`src/rtl/rr_grant_arbiter_pkg.sv`:
```
// Shared definitions for the four-requester round-robin arbiter.
// State encoding, sizing constants and the rotating priority search.
package rr_grant_arbiter_pkg;

    localparam int NREQ         = 4;
    localparam int IDX_W        = 2;
    localparam int MAX_HOLD_DEF = 15;

    typedef enum logic {
        ST_IDLE  = 1'b0,
        ST_GRANT = 1'b1
    } arb_state_t;

    // First requester found scanning ptr, ptr+1, ... modulo NREQ.
    function automatic logic [IDX_W-1:0] rr_pick(
        input logic [NREQ-1:0]  req,
        input logic [IDX_W-1:0] ptr
    );
        logic [IDX_W-1:0] pick;
        logic [IDX_W-1:0] cand;
        logic             found;
        pick  = ptr;
        found = 1'b0;
        for (int i = 0; i < NREQ; i++) begin
            cand = ptr + IDX_W'(i);
            if (!found && req[cand]) begin
                pick  = cand;
                found = 1'b1;
            end
        end
        return pick;
    endfunction

endpackage

```
`src/rtl/rr_grant_arbiter_if.sv`:
```
// Request/grant bundle between requesters and the arbiter.
// The arbiter takes the slave side; the requester side is master.
interface rr_grant_arbiter_if
    import rr_grant_arbiter_pkg::*;
();

    logic             en;
    logic [NREQ-1:0]  req;
    logic [NREQ-1:0]  grant;
    logic [IDX_W-1:0] grant_idx;
    logic             grant_vld;
    logic             timeout;

    modport master (
        output en,
        output req,
        input  grant,
        input  grant_idx,
        input  grant_vld,
        input  timeout
    );

    modport slave (
        input  en,
        input  req,
        output grant,
        output grant_idx,
        output grant_vld,
        output timeout
    );

endinterface

```
`src/rtl/rr_grant_arbiter_dec2to4.sv`:
```
// 2-to-4 one-hot grant decoder with enable.
// Output is all-zero whenever the enable is low.
module rr_grant_arbiter_dec2to4
    import rr_grant_arbiter_pkg::*;
(
    input  logic [IDX_W-1:0] idx,
    input  logic             en,
    output logic [NREQ-1:0]  dout
);

    always_comb begin
        dout = '0;
        if (en) begin
            unique case (1'b1)
                (idx == 2'd0): dout = 4'b0001;
                (idx == 2'd1): dout = 4'b0010;
                (idx == 2'd2): dout = 4'b0100;
                (idx == 2'd3): dout = 4'b1000;
            endcase
        end
    end

endmodule

```
`src/rtl/rr_grant_arbiter.sv`:
```
// Round-robin arbiter: one owner at a time, bounded hold, rotating priority.
// All outputs are registers or a decode of registers.
module rr_grant_arbiter
    import rr_grant_arbiter_pkg::*;
#(
    parameter int MAX_HOLD = MAX_HOLD_DEF,
    parameter int HOLD_W   = 4
) (
    input  logic               clk,
    input  logic               rst_n,
    rr_grant_arbiter_if.slave  bus
);

    localparam logic [HOLD_W-1:0] HOLD_LAST = HOLD_W'(MAX_HOLD - 1);

    arb_state_t        state;
    logic [IDX_W-1:0]  ptr;
    logic [IDX_W-1:0]  gidx;
    logic [HOLD_W-1:0] hold_cnt;
    logic              vld;
    logic              tmo;
    logic              owner_req;

    assign owner_req = bus.req[gidx];

    always_ff @(posedge clk or negedge rst_n) begin
        if (!rst_n) begin
            state    <= ST_IDLE;
            ptr      <= '0;
            gidx     <= '0;
            hold_cnt <= '0;
            vld      <= 1'b0;
            tmo      <= 1'b0;
        end else begin
            tmo <= 1'b0;
            unique case (state)
                ST_IDLE: begin
                    if (bus.en && (|bus.req)) begin
                        gidx     <= rr_pick(bus.req, ptr);
                        hold_cnt <= '0;
                        vld      <= 1'b1;
                        state    <= ST_GRANT;
                    end
                end
                ST_GRANT: begin
                    hold_cnt <= hold_cnt + HOLD_W'(1);
                    // Release always passes through IDLE for a turnaround cycle.
                    if (!bus.en || !owner_req) begin
                        ptr   <= gidx + IDX_W'(1);
                        vld   <= 1'b0;
                        state <= ST_IDLE;
                    end else if (hold_cnt == HOLD_LAST) begin
                        ptr   <= gidx + IDX_W'(1);
                        vld   <= 1'b0;
                        tmo   <= 1'b1;
                        state <= ST_IDLE;
                    end
                end
            endcase
        end
    end

    rr_grant_arbiter_dec2to4 u_dec (
        .idx  (gidx),
        .en   (state == ST_GRANT),
        .dout (bus.grant)
    );

    assign bus.grant_idx = gidx;
    assign bus.grant_vld = vld;
    assign bus.timeout   = tmo;

endmodule

```
`src/flat_wrapper.sv`:
```
// flat-port wrapper written by rule: the top's interface ports become plain ports
module rr_grant_arbiter_flat import rr_grant_arbiter_pkg::*;
#(
    parameter int MAX_HOLD = MAX_HOLD_DEF,
    parameter int HOLD_W   = 4
)
  (clk, rst_n, bus_en, bus_req, bus_grant, bus_grant_idx, bus_grant_vld, bus_timeout);
  rr_grant_arbiter_if bus_i ();
  input  logic clk;
  input  logic rst_n;
  input wire logic [$bits(bus_i.en)-1:0] bus_en;
  input wire logic [$bits(bus_i.req)-1:0] bus_req;
  output wire logic [$bits(bus_i.grant)-1:0] bus_grant;
  output wire logic [$bits(bus_i.grant_idx)-1:0] bus_grant_idx;
  output wire logic [$bits(bus_i.grant_vld)-1:0] bus_grant_vld;
  output wire logic [$bits(bus_i.timeout)-1:0] bus_timeout;
  assign bus_i.en = bus_en;
  assign bus_i.req = bus_req;
  assign bus_grant = bus_i.grant;
  assign bus_grant_idx = bus_i.grant_idx;
  assign bus_grant_vld = bus_i.grant_vld;
  assign bus_timeout = bus_i.timeout;
  rr_grant_arbiter #(.MAX_HOLD(MAX_HOLD), .HOLD_W(HOLD_W)) u_core (.clk(clk), .rst_n(rst_n), .bus(bus_i));
endmodule
```
`config.mk`:
```
export PLATFORM = sky130hd
export DESIGN_NAME = rr_grant_arbiter_flat
export DESIGN_NICKNAME = d
export VERILOG_FILES = /design/src/rtl/rr_grant_arbiter_pkg.sv /design/src/rtl/rr_grant_arbiter_if.sv /design/src/rtl/rr_grant_arbiter_dec2to4.sv /design/src/rtl/rr_grant_arbiter.sv /design/src/flat_wrapper.sv
export SDC_FILE = /design/constraint.sdc
export NUM_CORES = 1
export LEC_CHECK = 0
export CORE_ASPECT_RATIO = 1.2
export CORE_UTILIZATION = 45
export DETAILED_ROUTE_END_ITERATION = 16
export GPL_ROUTABILITY_DRIVEN = 0
export PLACE_DENSITY = 0.7
export SETUP_SLACK_MARGIN = 0.1
export SYNTH_ARGS = -nofsm -noshare
export SYNTH_HDL_FRONTEND = slang
export SYNTH_SLANG_ARGS = --single-unit
```
`constraint.sdc`:
```
create_clock -name clk -period 1.3 [get_ports clk]
set_input_delay 0.195 -clock clk [delete_from_list [all_inputs] [get_ports clk]]
set_output_delay 0.195 -clock clk [all_outputs]
set_load 0.05 [all_outputs]
```
; Word level (Yosys, flattened, before mapping)
; Cells that the tools add are included.
[op_classes]
muxes = 39
bitwise = 1
eq_ne = 6
n_addsub = 5
reduce_logical = 16
order_cmp = 5
[op_table]
columns = cell, count
row1 = $mux W1, 23
row2 = $pmux W4 S4, 1
row3 = $lt A2 B3 Y1 const B, 5
row4 = $bmux W1 S2, 5
row5 = $mux W2, 5
row6 = $mux W4, 2
row7 = $pmux W4 S2, 1
row8 = $reduce_and A2 Y1, 3
row9 = $logic_not A1 Y1, 5
row10 = $add A2 B1 Y2 const B, 2
row11 = $add A2 B2 Y2 const B, 2
row12 = $add A4 B1 Y4 const B, 1
row13 = $eq A2 B2 Y1 const B, 2
row14 = $eq A4 B4 Y1 const B, 1
row15 = $logic_and A1 B1 Y1, 4
row16 = $pmux W1 S2, 2
row17 = $reduce_or A4 Y1, 1
row18 = $ne A3 B3 Y1 const B, 1
row19 = $eq A2 B1 Y1 const B, 1
row20 = $logic_not A2 Y1, 1
row21 = $ne A2 B1 Y1 const B, 1
row22 = $reduce_bool A2 Y1, 1
row23 = $logic_or A1 B1 Y1, 1
row24 = $not A1 Y1, 1
[totals]
output_inout_bits = 8
ff_bits = 11
elab_cells = 78
inputBits = 7

; Longest topological paths before layout
; Gate-level depths: netlist of run 1.
[depth]
ltp_word = 18
ltp_mapped = 5
mapped_depth_nobuf = 5

; Hierarchy
; A second synthesis of run 1 with hierarchy kept.
[hier_totals]
hier_cells = 69
hier_area_um2 = 670.6
[modules_own_cells]
columns = mod, cells_each, area_per_inst_um2, n_inst
row1 = rr_grant_arbiter, 65, 633.1, 1
row2 = rr_grant_arbiter_dec2to4, 4, 37.5, 1

; Worst setup path before layout of run 1
; OpenSTA, ideal clock, no wires.
[synth_path]
kind = flip-flop to flip-flop
from = register u_core.gidx[1], in the netlist u_core.bus.grant_idx[1]
to = register u_core.ptr[0]
setup_ns = 0.136
arrival_time_ns = 1.546
path_buffers = 0
slack_ns = -0.383
path_stages_with_launch = 4
path_cell_list = dfrtp_1 > mux2_2 > a221oi_2 > o211ai_1
[synth_via]
elab_chain_cells = 6
[synth_lines]
columns = item, line
row1 = "start, declared", rr_grant_arbiter.sv:18  ; logic [IDX_W-1:0] gidx;
row2 = "start signal, assigned", rr_grant_arbiter.sv:39  ; gidx <= rr_pick(bus.req, ptr);
row3 = $bmux W1 S2 *, rr_grant_arbiter.sv:24  ; assign owner_req = bus.req[gidx];
row4 = $mux W1 (not written as such) *, rr_grant_arbiter.sv:24
row5 = $logic_not A1 Y1 *, rr_grant_arbiter.sv:48  ; if (!bus.en || !owner_req) begin
row6 = $logic_or A1 B1 Y1 *, rr_grant_arbiter.sv:48
row7 = $reduce_bool A2 Y1 (no source line), n/a
row8 = $reduce_and A2 Y1 (no source line), n/a
row9 = "end signal, assigned", rr_grant_arbiter.sv:49  ; ptr <= gidx + IDX_W'(1);
row10 = "end signal, assigned", rr_grant_arbiter.sv:53  ; ptr <= gidx + IDX_W'(1);
row11 = "end, declared", rr_grant_arbiter.sv:17  ; logic [IDX_W-1:0] ptr;
; Every way passes the cells marked *; elsewhere a longest branch is shown, timed or not. The select of a mux whose other input is x is not followed.
; A chain may end at the register's enable or synchronous reset.

; Worst setup path in the final report of run 1
[layout_path]
from = register u_core.gidx[1], in the netlist u_core.bus.grant_idx[1]
to = output bus_grant[3]
[layout_via]
elab_chain_cells = 3
[layout_lines]
columns = item, line
row1 = "$eq A2 B2 Y1, or another cell as far along", rr_grant_arbiter_dec2to4.sv:18  ; (idx == 2'd3): dout = 4'b1000;
row2 = $pmux W4 S4 *, rr_grant_arbiter_dec2to4.sv:14  ; unique case (1'b1)
row3 = $mux W4 *, rr_grant_arbiter_dec2to4.sv:13  ; if (en) begin
row4 = "end, declared", flat_wrapper.sv:13  ; output wire logic [$bits(bus_i.grant)-1:0] bus_grant;
; Every way passes the cells marked *; elsewhere a longest branch is shown, timed or not.

==> impl.org, run 1 <==
** Outcome
- The flow ran to the end, but the final reports show violations.
- Violations in the final reports :: setup timing

** Pwr
- Leakage :: 0.570 nW
- Total power for the finished layout comes to 0.00294 W.
- Peak VDD IR :: 1440 µV
- Power density of the placed cells :: 2400 nW/µm²

** Drt
- After detailed routing, the number of remaining DRC violations is 0.
- Detail Route Antenna Nets :: 0
- Routed vias/inst :: 5.62
- Dividing the detail-routed wire length by the instance count gives 16.2 µm.
- Number of DRC markers in iteration 0 :: 13
- Wires add up to 2.09 mm.
- The first TritonRoute pass finished after 4 iterations.
- The final route contains 725 vias.

** Yosys
- Synthesized area per cell :: 9.91 µm²
- Post-synthesis instance total :: 79
- Number of unique standard cell types used by synthesis :: 39
- After Yosys synthesis, and, or, nand and nor cells account for 18.5% of the synthesized area.
- Summing the sequential cell areas from Yosys gives 35.1% of the chip area.
- The number of nets handed over by synthesis was 92.
- By area, the combinational part of the netlist is dominated by compound AO/OA/AOI/OAI gates.
- Summing the areas of all fa, ha and maj instances in the mapped netlist gives 9.58% of the synthesized area.
- Synthesis warning total :: 0
- The synthesized netlist devotes 25.2% of its cell area to compound gates.
- In the synthesized netlist, mux cells make up 7.19% of the area.
- Xor/xnor cell area share of the yosys netlist :: 0%
- Number of storage elements in the synthesis netlist :: 11
- Area of the mapped netlist :: 783 µm²

** Worst setup path
- The setup path with the least slack is of type reg -> out.
- Cells along the critical path :: buf_6 -> ha_2 -> and2_4 -> buf_12
- Worst path required time :: 1110 ps
- Delay of the slowest cell on the worst path :: 430 ps
- Together, buffers and inverters on the worst path number 2.
- Worst Path Arrival :: 1260 ps
- Critical Path Sink Type :: primary output
- The critical path starts at u_core.bus.grant_idx[1]$_DFFE_PN0P_.
- Startpoint of the worst register-to-register path :: u_core.bus.grant_idx[1]$_DFFE_PN0P_
- The critical path runs through a total of 4 cells.
- Of all nets on the critical path, the largest fanout is 3.
- The number of cells on the worst reg-to-reg path is 4.
- The cell family contributing the most delay on the critical path is flip-flops.
- The slowest stage of the critical path belongs to the cell sky130_fd_sc_hd__dfrtp_2.
- The worst setup path is launched from a flop.
- FF-to-FF setup slack :: -130 ps
- Worst reg2reg path endpoint :: u_core.ptr[0]$_DFFE_PN0P_
- Capturing instance or port of the critical path :: bus_grant[3]

** CTS
- For the worst-skew pair, the clock arrives at the later sink with an insertion delay of 270 ps.
- CTS Hold Bufs :: 0
- TritonCTS created 3 clock buffers.
- Clock transition time at the flip-flop clock pins of the worst setup and hold paths :: 70 ps
- Cell at the root of the clock tree :: sky130_fd_sc_hd__clkbuf_4
- The clock drives 11 sinks.
- TritonCTS clock tree :: done
- In this run the number of H-tree levels came out at 1.
- The clock passes through at most 2 buffers.

** Hold path
- Worst min-delay path category :: in -> async

** Die
- Floorplan core area :: 1620 µm²
- The floorplan has 16 rows.
- 15 I/O pins were placed.
- The die is 47.7 µm tall.
- The initial utilization of the core area, before any placement, comes to 48.3%.
- The floorplan step defined a die boundary enclosing 1910 µm².
- The floorplan step set the die width to 40.1 µm.

** Timing
- Final worst clock skew :: 2.74 ps
- Hold slack final :: 127 ps
- Slew Limit Headroom :: 79.1%
- The smallest clock period supported by the final layout is computed as 1460 ps.
- The number of endpoints with negative hold slack in the final report was 0.
- Slew @ Worst Pin :: 312 ps
- The count of final max-slew check failures is 0.
- Once routing completed, OpenROAD measured the worst setup slack at -155 ps.
- Timing would allow up to 0.687 GHz.
- Setup repair after global routing could not meet its margin everywhere.
- Final worst path period share :: 112%
- Setup Viol. Count Final :: 8
- Sum of negative setup slack :: -987 ps

** Global routing
- The number of global-route vias before repair is 700.
- Number of antenna violations at the first check in global routing :: 0
- Total congestion overflow after global routing :: 0
- Total global routing track utilization :: 24.8%
- Entering global routing, the biggest net connects 11 pins.
- The first global-routing pass estimated 3.15 mm of wire.

** Layout
- Fill cells in the final layout number 105.
- 0 antenna diodes ended up in the layout.
- Nets :: 125
- Area growth syn-to-layout :: 56.2%
- Post-route cell area :: 1220 µm²
- Layout cells sized above 1 :: 45.9%

** Placed design
- The HPWL after detailed placement is 1.44 mm.
- Placed instance area :: 1110 µm²
- Input and output buffers added on the ports amount to 14.
- Before CTS, the worst setup slack after placement is -328 ps.

** Flow run
- Maximum Capacitance Violations :: 0
## cells in the final DEF (no fill, tap or decap), types with 4 or more instances in the layout
cell / instances
sky130_fd_sc_hd__buf_4: 11
sky130_fd_sc_hd__buf_12: 8
sky130_fd_sc_hd__dfrtp_1: 7
sky130_fd_sc_hd__nor2_1: 5
sky130_fd_sc_hd__buf_6: 5
sky130_fd_sc_hd__and2_4: 4
sky130_fd_sc_hd__nand2_1: 4
sky130_fd_sc_hd__o21ai_0: 4
sky130_fd_sc_hd__dlygate4sd2_1: 4
sky130_fd_sc_hd__dfrtp_2: 4
## synth_stat cells
library cell / n / area [µm²]
sky130_fd_sc_hd__a21oi_1: 2 / 10.0
sky130_fd_sc_hd__o211ai_1: 2 / 15.0
sky130_fd_sc_hd__a221oi_2: 1 / 15.0
sky130_fd_sc_hd__o21bai_1: 1 / 7.51
sky130_fd_sc_hd__nand3_1: 3 / 15.0
sky130_fd_sc_hd__o41ai_2: 1 / 16.3
sky130_fd_sc_hd__a2bb2oi_1: 1 / 8.76
sky130_fd_sc_hd__inv_1: 4 / 15.0
sky130_fd_sc_hd__buf_6: 1 / 11.3
sky130_fd_sc_hd__o41a_1: 1 / 11.3
sky130_fd_sc_hd__inv_2: 1 / 3.75
sky130_fd_sc_hd__a41o_1: 1 / 10.0
sky130_fd_sc_hd__and2b_2: 2 / 17.5
sky130_fd_sc_hd__a22o_1: 1 / 8.76
sky130_fd_sc_hd__nand2_1: 4 / 15.0
sky130_fd_sc_hd__nor3b_1: 1 / 7.51
sky130_fd_sc_hd__mux2_2: 1 / 11.3
sky130_fd_sc_hd__ha_1: 6 / 75.1
sky130_fd_sc_hd__mux2i_1: 3 / 30.0
sky130_fd_sc_hd__and3b_1: 1 / 8.76
sky130_fd_sc_hd__a211o_1: 1 / 8.76
sky130_fd_sc_hd__clkbuf_1: 1 / 3.75
sky130_fd_sc_hd__nor3_1: 1 / 5.00
sky130_fd_sc_hd__o2bb2ai_1: 1 / 8.76
sky130_fd_sc_hd__o21ai_0: 4 / 20.0
sky130_fd_sc_hd__and2_2: 1 / 7.51
sky130_fd_sc_hd__nor2b_1: 2 / 12.5
sky130_fd_sc_hd__nand4_1: 2 / 12.5
sky130_fd_sc_hd__mux2_4: 1 / 15.0
sky130_fd_sc_hd__a21boi_0: 1 / 7.51
sky130_fd_sc_hd__and2_1: 4 / 25.0
sky130_fd_sc_hd__a31oi_1: 1 / 6.26
sky130_fd_sc_hd__a22oi_1: 1 / 7.51
sky130_fd_sc_hd__nor2_1: 5 / 18.8
sky130_fd_sc_hd__a221o_1: 1 / 10.0
sky130_fd_sc_hd__o22ai_1: 1 / 6.26
sky130_fd_sc_hd__a21o_2: 1 / 8.76
sky130_fd_sc_hd__dfrtp_1: 11 / 275
sky130_fd_sc_hd__a2111o_1: 1 / 11.3
## layer usage
metal	track usage, %	up-vias	share of wire (%)
li1	-	362	-
met1	29.2	350	40
met2	46.5	11	57
met3	2.79	2	2.2
met4	6.21	0	0.86
met5	0	-	0
## worst min path at each step
stage	from	end	cells after the start
floorplan	rst_n	u_core.bus.grant_idx[0]$_DFFE_PN0P_	0
global placement	rst_n	u_core.ptr[1]$_DFFE_PN0P_	1
detailed placement	rst_n	u_core.ptr[1]$_DFFE_PN0P_	1
CTS	rst_n	u_core.ptr[1]$_DFFE_PN0P_	1
global route	rst_n	u_core.ptr[1]$_DFFE_PN0P_	1
finish	rst_n	u_core.ptr[1]$_DFFE_PN0P_	1
## report_power, final
part           leakage [nW]  switching [W]  internal, W  total [W]
Sequential            0.131       0.000169     0.000497   0.000666
Combinational         0.424       0.000998      0.00104    0.00204
Clock                0.0150       0.000108     0.000119   0.000227
## logic make-up (layout without fill, tap and decap cells)
| logic type | count (synthesis) | after routing |
|---|---|---|
| AOI/OAI and AO/OA | 24 | 24 |
| muxes | 5 | 5 |
| adders and majority gates | 6 | 6 |
| and+or+nand+nor | 26 | 26 |
| DFF | 11 | 11 |
| buffers and inverters | 7 | 39 |
## flip-flops by register name (all words and copies together), names as in the netlist
name                  count
u_core.bus.grant_idx      2
u_core.ptr                2
u_core.hold_cnt           4
u_core.bus.timeout        1
u_core.bus.grant_vld      1
u_core.state              1
## through the flow
step	cells	utilization, %
2_1_floorplan	79	-
3_3_place_gp	119	68.7
3_5_place_dp	119	68.7
4_1_cts	126	73.8
5_1_grt	129	75.5
6_report	129	75.5
## layout make-up
cell class | instances | area, µm² | area share, %
timing repair buffer | 30 | 349 | 28.5
tap | 18 | 22.5 | 1.84
multi-input combinational | 61 | 527 | 43.0
sequential | 11 | 280 | 22.9
inverter | 5 | 18.8 | 1.53
clock buffer | 4 | 26.3 | 2.15
## repair_timing
action | CTS | global route
pin swaps | 3 | 5
setup buffers | 3 | 3
gates resized for setup | 16 | 4
cloned | 0 | 0
endpoints found under the setup margin | 17 | 12
No activity file was read; power rests on OpenSTA's default activity.
==> run 2: changes to the inputs <==
Settings changed: CORE_MARGIN set to 10, SLEW_MARGIN set to 20.
==> run 2 against run 1 <==
Net effect: the run still ends with setup timing left; worst hold slack improved by 85 ps; final area fell by 0.82%; fmax fell by 1.5%; clock skew rose by 1.5 ps; critical path type unchanged; highest routed layer unchanged; largest power group unchanged; total power fell by 2.1%; register-to-register slack got worse by 20 ps; cell count rose by 0.78%.
==> impl.org, run 2 (synthesized netlist as in run 1, its figures left out) <==
** CTS
- The H-tree depth came to 1 (unchanged).
- The number of hold buffers added after cts was 0 (unchanged).
- Number of sinks handled by clock tree synthesis :: 11 (unchanged)
- The CTS buffer count was 3 (unchanged).
- Cell at the root of the clock tree :: sky130_fd_sc_hd__clkbuf_4
- The clock network latency to the later pin of the worst-skew pair came to 280 ps (about the same).
- Clk buf depth :: 2 (unchanged)
- TritonCTS clock tree :: done
- The clock slew at the register clock pins of the worst setup and hold paths was 70 ps (about the same).

** Layout
- The register with the most flip-flops in the final layout is u_core.hold_cnt.
- In the layout the commonest cells are sky130_fd_sc_hd__buf_4, sky130_fd_sc_hd__buf_12, sky130_fd_sc_hd__dfrtp_1.
- The library cell used most frequently in the layout, excluding fill and tap cells, is sky130_fd_sc_hd__buf_4.
- Layout cells sized above 1 :: 45.5% (-0.41 points)
- Nets :: 126 (+0.80%)
- Area growth syn-to-layout :: 55.0%
- Ant diodes :: 0 (unchanged)
- Post-route cell area :: 1210 µm² (-0.82%)
- The flip-flop count of the largest register after layout is 4 (unchanged).

** Pwr
- Part of the total power dissipated in the clock network :: 8.5% (+0.8 points)
- The cell internal power dissipation came to 0.00163 W (-2.0%).
- Leakage :: 0.568 nW (-0.33%)
- The worst supply voltage drop on vdd is 1360 µV (-5.3%).
- The share of power burned in combinational logic came to 67.8% (-1.8 points).
- Seq pwr share :: 23.7% (+1.0 points)
- The power spent charging and discharging nets is 0.00125 W (-2.3%).
- The power density relative to cell area was 2370 nW/µm² (-1.3%).
- The switching portion of total power was 43.4% (-0.078 points).

** Flow run
- The number of max-capacitance violations reported was 0 (unchanged).

** Timing
- Final worst clock skew :: 4.23 ps (+1.49 ps)
- Setup repair after global routing missed its margin :: true
- The achievable frequency is 0.677 GHz (-1.5%).
- The post-route clock period utilization was 114% (+1.7 points).
- Setup Viol. Count Final :: 9 (+1)
- Min Tclk post-route :: 1480 ps (+22.1 ps)
- The worst slew margin relative to its limit came to 83.4% (+4.3 points).
- Fin. max-slew vios :: 0 (unchanged)
- Sum of negative setup slack :: -1190 ps (-202 ps)
- The transition time of the tightest slew-check pin came to 247 ps (-65.6 ps).
- Setup ws final :: -177 ps (-22.1 ps)
- Hold slack final :: 212 ps (+85.2 ps)
- The number of endpoints with negative hold slack in the final report came to 0 (unchanged).

** Worst setup path
- Worst path top cell family by delay :: flip-flops
- Kind of critical path :: reg -> out
- Instance count on the critical path :: 4 (unchanged)
- The number of buffers and inverters on the critical path came to 2 (unchanged).
- Cell with the largest stage delay on the worst path :: sky130_fd_sc_hd__dfrtp_2
- In this run the critical register-to-register path is launched from u_core.bus.grant_idx[1]$_DFFE_PN0P_.
- Worst path required time :: 1110 ps (about the same)
- The critical path starts at u_core.bus.grant_idx[1]$_DFFE_PN0P_.
- Cells along the critical path :: buf_6 -> ha_2 -> and2_4 -> buf_12
- Capturing instance or port of the critical path :: bus_grant[2]
- The maximum cell stage delay along the critical path is 440 ps (about the same).
- The worst register-to-register path ends at u_core.ptr[0]$_DFFE_PN0P_.
- Critical path launch point type :: flop
- The worst-case reg-to-reg path depth is 4 (unchanged).
- STA classifies the critical path endpoint as a primary output.
- Worst Path Arrival :: 1280 ps (+20 ps)
- FF-to-FF setup slack :: -150 ps (-20 ps)
- Maximum fanout count along the critical path :: 4 (+1)

** Drt
- The detailed-route via count was 736 (+1.5%).
- The number of DRC markers after the initial detailed-route iteration came to 16 (+3).
- The wire length after detailed routing was 2.06 mm (-1.4%).
- The remaining antenna violation count after routing is 0 (unchanged).
- DRC errors left :: 0 (unchanged)
- The routed wirelength normalized by instance count was 15.9 µm (-2.1%).
- The via count normalized by instance count was 5.66 (+0.74%).
- DR pass1 iterations :: 4 (unchanged)

** Global routing
- The maximum number of pins on one net before global-route repair was 12 (+1).
- Total global routing track utilization :: 11.5% (-13 points)
- The remaining global-route overflow is 0 (unchanged).
- First-pass GRT wire length :: 3.53 mm (+12%)
- The number of antenna violations at the first check in global routing is 0 (unchanged).
- Vias in the first global route :: 775 (+11%)

** Die
- Number of top-level design ports :: 15 (unchanged)
- The core region area came to 1640 µm² (+1.2%).
- Die Ht :: 65.7 µm (+38%)
- The row count is 16 (unchanged).
- The initial core utilization was 47.7% (-0.59 points).
- Area of the die :: 3820 µm² (+100%)
- The die boundary width came to 58.1 µm (+45%).

** Hold path
- Worst min-delay path category :: in -> async

** Outcome
- Outcome :: finished with violations
- The final reports fail on setup timing.

** Placed design
- The HPWL reported at the end of detailed placement is 1.56 mm (+8.7%).
- The port buffer count is 14 (unchanged).
- Placed instance area :: 1120 µm² (+0.67%)
[run 2: repair_timing]
item	in CTS	in global routing
resized for setup	11	7
gates cloned	0	0
setup buffers	4	2
setup endpoints to repair	17	14
hold endpoints to repair	0	0
pin swaps	2	5
[run 2: metal layers]
metal  share of wire [%]  vias up  GRT usage, %
li1                    -      359             -
met1                  42      363          13.2
met2                  51       10          19.1
met3                 4.9        4          2.69
met4                 2.2        0          6.18
met5                   0        -             0
[run 2: cell type report]
cell class                      count  area [µm²]
Tap cell                           18        22.5
Multi-Input combinational cell     61         512
Clock buffer                        4        26.3
Sequential cell                    11         280
Timing Repair Buffer               31         354
Fill cell                         115         428
Inverter                            5        18.8
[run 2: worst min path at each step]
stage          cells after the start                             endpoint  slack [ps]
2_1_floorplan                      0  u_core.bus.grant_idx[0]$_DFFE_PN0P_        -100
3_3_place_gp                       1       u_core.hold_cnt[3]$_DFFE_PN0P_         500
3_5_place_dp                       1       u_core.hold_cnt[3]$_DFFE_PN0P_         500
4_1_cts                            2            u_core.ptr[1]$_DFFE_PN0P_         210
5_1_grt                            2            u_core.ptr[1]$_DFFE_PN0P_         220
6_report                           2         u_core.bus.timeout$_DFF_PN0_         210
[run 2: power groups by stage]
stage	Combinational [W]	Clock, W	Sequential (W)
6_report	0.00195	0.000244	0.000680
5_1_grt	0.00211	0.000260	0.000702
4_1_cts	0.00188	0.000250	0.000676
3_5_place_dp	0.00174	0	0.000705
3_3_place_gp	0.00170	0	0.000696
2_1_floorplan	0.000866	0	0.000814
[run 2: worst register-to-register path: stages, from the launching register on]
cell                       delay [ps]
sky130_fd_sc_hd__dfrtp_2          440
sky130_fd_sc_hd__buf_6            130
sky130_fd_sc_hd__mux2_4           320
sky130_fd_sc_hd__a221oi_4         320
sky130_fd_sc_hd__o211ai_1         120
[run 2: metrics by stage]
stage / setup slack, ps / std cells / util (%) / total power (W)
after global routing: -206 / 130 / 73.9 / 0.00307
after global placement: -327 / 120 / 68.3 / 0.00240
after floorplan: -126 / 79 / - / 0.00168
final: -177 / 130 / 73.9 / 0.00287
after detailed placement: -338 / 120 / 68.3 / 0.00245
after CTS: -164 / 128 / 72.5 / 0.00281
==> run 3: changes to the inputs <==
Settings changed: SLEW_MARGIN 20 to not set.
==> results of run 3 <==
Final layout, timing and power as in run 2 (identical DEF).
